### src/rtl/rom_access_arbiter.sv
// Round-robin arbiter that shares one combinational lookup ROM between two
// requesters and returns the registered read data with a one-cycle valid pulse.
//
// Handshake: a requester raises reqN with addrN and keeps both stable until
// it sees rvalidN for one cycle. reqN must drop before the third edge after
// the grant, or it is sampled again as a new request. The address is latched
// at the grant edge, so later changes have no effect on that transaction.
module rom_access_arbiter #(
  parameter int NBITS_ADDR = 2,
  parameter int NBITS_DATA = 4,
  parameter int NBITS_CNT  = 4
) (
  input  logic                  clk_2,
  input  logic                  reset,
  input  logic                  req0,
  input  logic [NBITS_ADDR-1:0] addr0,
  input  logic                  req1,
  input  logic [NBITS_ADDR-1:0] addr1,
  output logic [NBITS_ADDR-1:0] rom_addr,
  input  logic [NBITS_DATA-1:0] rom_data,
  output logic [NBITS_DATA-1:0] rdata,
  output logic                  rvalid0,
  output logic                  rvalid1,
  output logic                  owner,
  output logic                  busy,
  output logic [NBITS_CNT-1:0]  done_cnt,
  output logic [1:0]            state_dbg
);

  typedef enum logic [1:0] {
    IDLE = 2'd0,
    READ = 2'd1,
    RESP = 2'd2
  } state_t;

  state_t                  state, state_nxt;
  logic                    last_served, last_served_nxt;
  logic                    owner_nxt;
  logic [NBITS_ADDR-1:0]   rom_addr_nxt;
  logic [NBITS_DATA-1:0]   rdata_nxt;
  logic                    rvalid0_nxt, rvalid1_nxt;
  logic [NBITS_CNT-1:0]    done_cnt_nxt;
  logic                    any_req;
  logic                    winner;

  // On contention the port that was not served last wins; a lone requester
  // wins regardless of history.
  always_comb begin
    any_req = req0 | req1;
    winner  = (req0 && req1) ? ~last_served : req1;
  end

  always_ff @(posedge clk_2 or posedge reset) begin
    if (reset) begin
      state       <= IDLE;
      rom_addr    <= '0;
      rdata       <= '0;
      rvalid0     <= 1'b0;
      rvalid1     <= 1'b0;
      owner       <= 1'b0;
      last_served <= 1'b1;
      done_cnt    <= '0;
    end else begin
      state       <= state_nxt;
      rom_addr    <= rom_addr_nxt;
      rdata       <= rdata_nxt;
      rvalid0     <= rvalid0_nxt;
      rvalid1     <= rvalid1_nxt;
      owner       <= owner_nxt;
      last_served <= last_served_nxt;
      done_cnt    <= done_cnt_nxt;
    end
  end

  always_comb begin
    state_nxt       = state;
    rom_addr_nxt    = rom_addr;
    rdata_nxt       = rdata;
    rvalid0_nxt     = 1'b0;
    rvalid1_nxt     = 1'b0;
    owner_nxt       = owner;
    last_served_nxt = last_served;
    done_cnt_nxt    = done_cnt;
    unique case (state)
      IDLE: begin
        if (any_req) begin
          owner_nxt    = winner;
          rom_addr_nxt = winner ? addr1 : addr0;
          state_nxt    = READ;
        end
      end
      READ: begin
        rdata_nxt   = rom_data;
        rvalid0_nxt = ~owner;
        rvalid1_nxt = owner;
        state_nxt   = RESP;
      end
      RESP: begin
        last_served_nxt = owner;
        done_cnt_nxt    = done_cnt + NBITS_CNT'(1);
        state_nxt       = IDLE;
      end
      default: begin
        state_nxt = IDLE;
      end
    endcase
  end

  assign busy      = (state != IDLE);
  assign state_dbg = state;

endmodule

### config.mk
export PLATFORM = sky130hd
export DESIGN_NAME = rom_access_arbiter
export DESIGN_NICKNAME = d
export VERILOG_FILES = /design/src/rtl/rom_access_arbiter.sv
export SDC_FILE = /design/constraint.sdc
export NUM_CORES = 1
export LEC_CHECK = 0
export CORE_MARGIN = 3
export CORE_UTILIZATION = 43
export DETAILED_ROUTE_END_ITERATION = 10
export GPL_ROUTABILITY_DRIVEN = 0
export PLACE_DENSITY = 0.83
export SETUP_SLACK_MARGIN = 0.3
export SYNTH_ARGS = -nofsm -noshare
export SYNTH_HDL_FRONTEND = slang
export SYNTH_SLANG_ARGS = --single-unit
### constraint.sdc
create_clock -name clk_2 -period 2.7 [get_ports clk_2]
set_input_delay 0.405 -clock clk_2 [delete_from_list [all_inputs] [get_ports clk_2]]
set_output_delay 0.405 -clock clk_2 [all_outputs]
set_load 0.005 [all_outputs]
Word level (Yosys, flattened, before mapping)
Cells that the tools add are included.
{"block": "totals", "ff_bits": 16, "out_inout_bits": 16, "elab_cells": 25}
{"block": "classes", "mux": 6, "n_bitwise": 3, "n_reduce_logical": 4, "eq_ne": 3, "add_sub_neg": 1}
{"operator": "4-bit by 1-bit adder with 4-bit output (second input constant)", "count": 1}
{"operator": "2-bit 2-to-1 mux", "count": 2}
{"operator": "2-bit case mux with 2 select lines", "count": 1}
{"operator": "1-bit 2-to-1 mux", "count": 3}
{"operator": "2-bit by 1-bit equality test with 1-bit output (second input constant)", "count": 1}
{"operator": "2-bit equality test (second input constant)", "count": 1}
{"operator": "2-bit zero test", "count": 1}
{"operator": "2-bit != test (second input constant)", "count": 1}
{"operator": "1-bit NOT", "count": 2}
{"operator": "2-bit AND reduction", "count": 1}
{"operator": "2-bit nonzero test", "count": 1}
{"operator": "1-bit logical AND", "count": 1}
{"operator": "1-bit OR", "count": 1}

Depth between registers and ports, before layout
{"block": "depth", "word_depth": 3, "mapped_depth": 3, "mapped_depth_nobuf": 3}

Worst setup path before layout
No wires, ideal clock.
{"block": "synth_timing", "kind": "input-to-reg", "start": "input port req1", "end": "register rom_addr[0]", "path_buffers": 0, "required_time_ps": 2575, "slack_ps": 1435, "t_arrival_ps": 1140, "path_stages": 3, "path_cell_list": "a21boi_4 -> mux2_4 -> mux2_4"}
{"block": "synth_via", "elab_chain_cells": 3, "elab_cells_between_ends": 5}
{"item": "start: declaration", "line_no": "17", "rtl": "input logic req1,"}
{"item": "1-bit logical AND", "line_no": "50", "rtl": "winner = (req0 && req1) ? ~last_served : req1;"}
{"item": "1-bit 2-to-1 mux", "line_no": "50"}
{"item": "2-bit 2-to-1 mux", "line_no": "88", "rtl": "rom_addr_nxt = winner ? addr1 : addr0;"}
{"item": "end signal: assignment", "line_no": "65", "rtl": "rom_addr <= rom_addr_nxt;"}
{"item": "end: declaration", "line_no": "19", "rtl": "output logic [NBITS_ADDR-1:0] rom_addr,"}
Several ways; a longest one is shown, not always the timed one.
A chain may end at the register's enable or synchronous reset.

Worst setup path in the final report
{"block": "layout_timing", "start": "register state[0] (netlist: state_dbg[0])", "end": "output port busy"}
{"block": "layout_via", "elab_chain_cells": 1}
{"item": "start: declaration", "line_no": "36", "rtl": "state_t state, state_nxt;"}
{"item": "start signal: assignment", "line_no": "64", "rtl": "state <= state_nxt;"}
{"item": "2-bit nonzero test", "line_no": "109", "rtl": "assign busy = (state != IDLE);"}
{"item": "end: declaration", "line_no": "25", "rtl": "output logic busy,"}
Every way passes these cells.

==> summary by stage <==
Worst setup path
The worst setup path is launched from a register. Traced cell by cell, the critical path runs through nor2_1, inv_1, clkdlybuf4s50_1. The critical setup path kind is reg -> out.

The reg-to-reg critical path endpoint is rom_addr[1]. The combined buffer and inverter count along the critical path is 2. The total stage count of the critical path is 3.

Across all register-to-register paths, the minimum setup slack is roughly 1400 ps. The startpoint identified for the worst register-to-register timing path is last_served. The launching element of the worst setup path is state_dbg[0]. The end point of the critical path is busy.

Along the worst path, the maximum fanout reaches 4. The slowest library cell on the worst path is clkdlybuf4s50_1. The kind of cell with the highest combined delay along the critical path is buffers and inverters. The worst stage delay on the critical path is about 440 ps. The data required time at the worst endpoint is ~2300 ps. Data on the critical path arrives at its endpoint at 1390 ps. Measured in cells, the most critical reg-to-reg path has a length of 3. The category of the worst setup path capture point is an output pin.

Die
In this run the horizontal extent of the chip is ~45 um. In this run the core area contains 13 standard-cell rows. After floorplanning, the core was sized to cover around 1400 um2. The area enclosed by the die boundary is slightly above 2000 um2. The initial utilization of the core area, before any placement, comes to about half. The die height is 45.2 um. During I/O placement, the number of pins put on the boundary was 28.

STA
For the final routed database, the setup TNS stands at 0 ps. Timing would allow up to approximately 0.56 GHz. The max-slew violation count is 0. In this run the tightest slew margin relative to its limit is between 60% and 70%. The count of endpoints failing hold in the final timing report is 0.

The transition at the pin with the smallest max-transition slack is 572 ps. The worst path uses between 60% and 70% of the clock period. Setup repair after global routing left no endpoint under its margin. The tightest hold path in the finished design has a slack of between 400 and 500 ps.

The final-report setup violation count is 0. The routed design could run at a clock period as short as approximately 1800 ps. For the final database, setup skew stands at 3.41 ps.

Global routing
Entering global routing, the biggest net connects 17 pins. The global routing stage identified its most utilized layer as met2. The number of global-route vias before repair is ~430.

Across every metal layer, demand over resource in global routing totals approximately an eighth. The met2 global-route usage is about a fifth. Global routing consumed, on the met1 layer, between 10% and 20% of the routing resources.

The number of antenna violations at the first check in global routing was 0. The first global-routing pass estimated ~1800 um of wire. The overflow left after global routing is 0.

For this run, global-route usage on met3 was measured as 3.98%.

Synthesis
The share of flip-flops with an asynchronous set or reset is between 90% and 100%. Synthesis instantiated 18 different standard cells from the library. Synthesis inferred 16 register bits.

During synthesis, Yosys emitted a total of 0 warnings. The number of enable flip-flop cells after synthesis is 0. The leading register cell type out of synthesis is dfrtp_1. The total nets after synthesis is 59. The synthesized area divided by synthesized cell count is ~14 um2. The sequential share of the synthesized area is between 60 and 70%.

Synthesis produced a netlist whose cell count is 46. The cell area that synthesis handed to floorplanning was 661 um2.

Drt
The post-route antenna net violation count is 0. The first-pass iteration count of the detailed router is 1. The average detailed-routed wire length per instance is between 10 and 15 um. Dividing the detail-routed via count by the number of cells gives about 5. Across all layers, the routed design uses around 440 vias.

For this run, design rule violations remaining after detail routing come to 0. The detailed-route wire length is between 1000 and 1500 um. The number of violations reported at the end of detailed-routing iteration 0 is 0.

Cells and area
The net total in the final layout is 90. The number of inserted diodes is 0. The final design area excluding fillers is ~1000 um2.

The area added between synthesis and finish is 47.0%. Of the cells placed in the final design, the portion with a size suffix greater than 1 is ~17%. The share of the core filled with cells in the final layout is about 71%.

Status
The flow ran to the end, and the final reports show no timing, DRC or antenna violations.

Power and ir drop
The total power is 0.00108 W. The power density normalized to cell area is roughly 1100 nW/um2. The peak ir drop on the vdd network is 630 uV. The analysis attributes to cell leakage a power of 0.434 nW.

Clocking
In this run, post-CTS hold repair placed 0 buffers. The clock-pin transition on the worst setup and hold timing paths is about 90 ps. The H-tree level count is 1. Counting the buffers created by CTS gives 3. The cell sitting at the root of the clock tree is a clkbuf_4. Buffers added to address setup during post-CTS repair amount to 0. The TritonCTS clock tree is done. The number of gates resized after CTS is 0. Clock latency on the worst-skew pair, taken at its later pin, is about 280 ps. The clock tree buffer depth is 2.

Clock tree synthesis found a total of 16 sinks.

Job
The max-cap violation count is 0.

Worst hold path
The class of the most critical hold timing path is in -> async.

Placed design
The number of I/O port buffers is 27. In this run the cell area measured after placement is around 940 um2.
[synthesized netlist by cell type (2+ instances only)]
cell type | instances | area share [%]
xnor2_1 | 2 | 2.7
mux2_2 | 2 | 3.4
dfrtp_1 | 15 | 57
nand2_1 | 2 | 1.1
mux2_1 | 4 | 6.8
inv_1 | 4 | 2.3
nor2_1 | 3 | 1.7
mux2_4 | 4 | 9.1
[power breakdown]
group,switching (W),internal (W)
combinational,0.000160,0.000342
sequential,0.0000825,0.000365
clock,0.0000687,0.0000573
[state kept, by name (all words and copies together) (netlist names)]
| signal | flops |
|---|---|
| done_cnt | 4 |
| rom_addr | 2 |
| rdata | 4 |
| rvalid1 | 1 |
| state_dbg | 2 |
| last_served | 1 |
| rvalid0 | 1 |
| owner | 1 |
[worst reg2reg max path: stages (launching register included)]
cell      delay (ps)
dfstp_2          560
a21boi_4          70
mux2_4           290
mux2_4           250
[layout by cell type (no fill, tap or decap), types with 2 or more instances in the layout]
cell type	instances
xnor2_1	2
clkbuf_4	3
mux2_2	2
nand2_1	2
clkdlybuf4s50_1	27
mux2_4	4
mux2_1	4
dfrtp_1	15
nor2_1	3
inv_1	4
[worst min path at each step]
stage,end,slack [ps],start
after floorplan,done_cnt[0],320,reset
after global placement,done_cnt[3],460,done_cnt[3]
after detailed placement,done_cnt[3],460,done_cnt[3]
after CTS,done_cnt[3],480,done_cnt[3]
after global routing,rvalid0,510,reset
final,rvalid0,480,reset
[layout make-up]
class	instances	area [um2]
clock buffer	4	26.3
fill	107	395
inverter	4	15.0
multi-input combinational	25	239
sequential	16	402
tap	15	18.8
timing repair buffer	27	270
[per-stage QoR]
| stage | std cells | setup WS (ps) |
|---|---|---|
| detailed placement | 87 | 895 |
| global route | 91 | 781 |
| floorplan | 46 | 1440 |
| finish | 91 | 900 |
| CTS | 91 | 870 |
| global placement | 87 | 916 |
[logic make-up after synthesis]
logic type | after synthesis | share of synthesized area (%)
AO/OA/AOI/OAI | 3 | 4.92
multiplexers | 10 | 19.3
adder cells (fa/ha/maj) | 1 | 1.89
flip-flops | 16 | 60.8
XOR/XNOR | 3 | 3.98
AND/OR/NAND/NOR | 8 | 6.06
buffers and inverters | 5 | 3.03
[per-layer routing]
metal  up-vias  share of wire (%)
met1       206                 45
met4         0                2.5
met5         -                  0
li1        215                  -
met3         4                7.0
met2        18                 45
No activity file was read; power rests on OpenSTA's default activity.
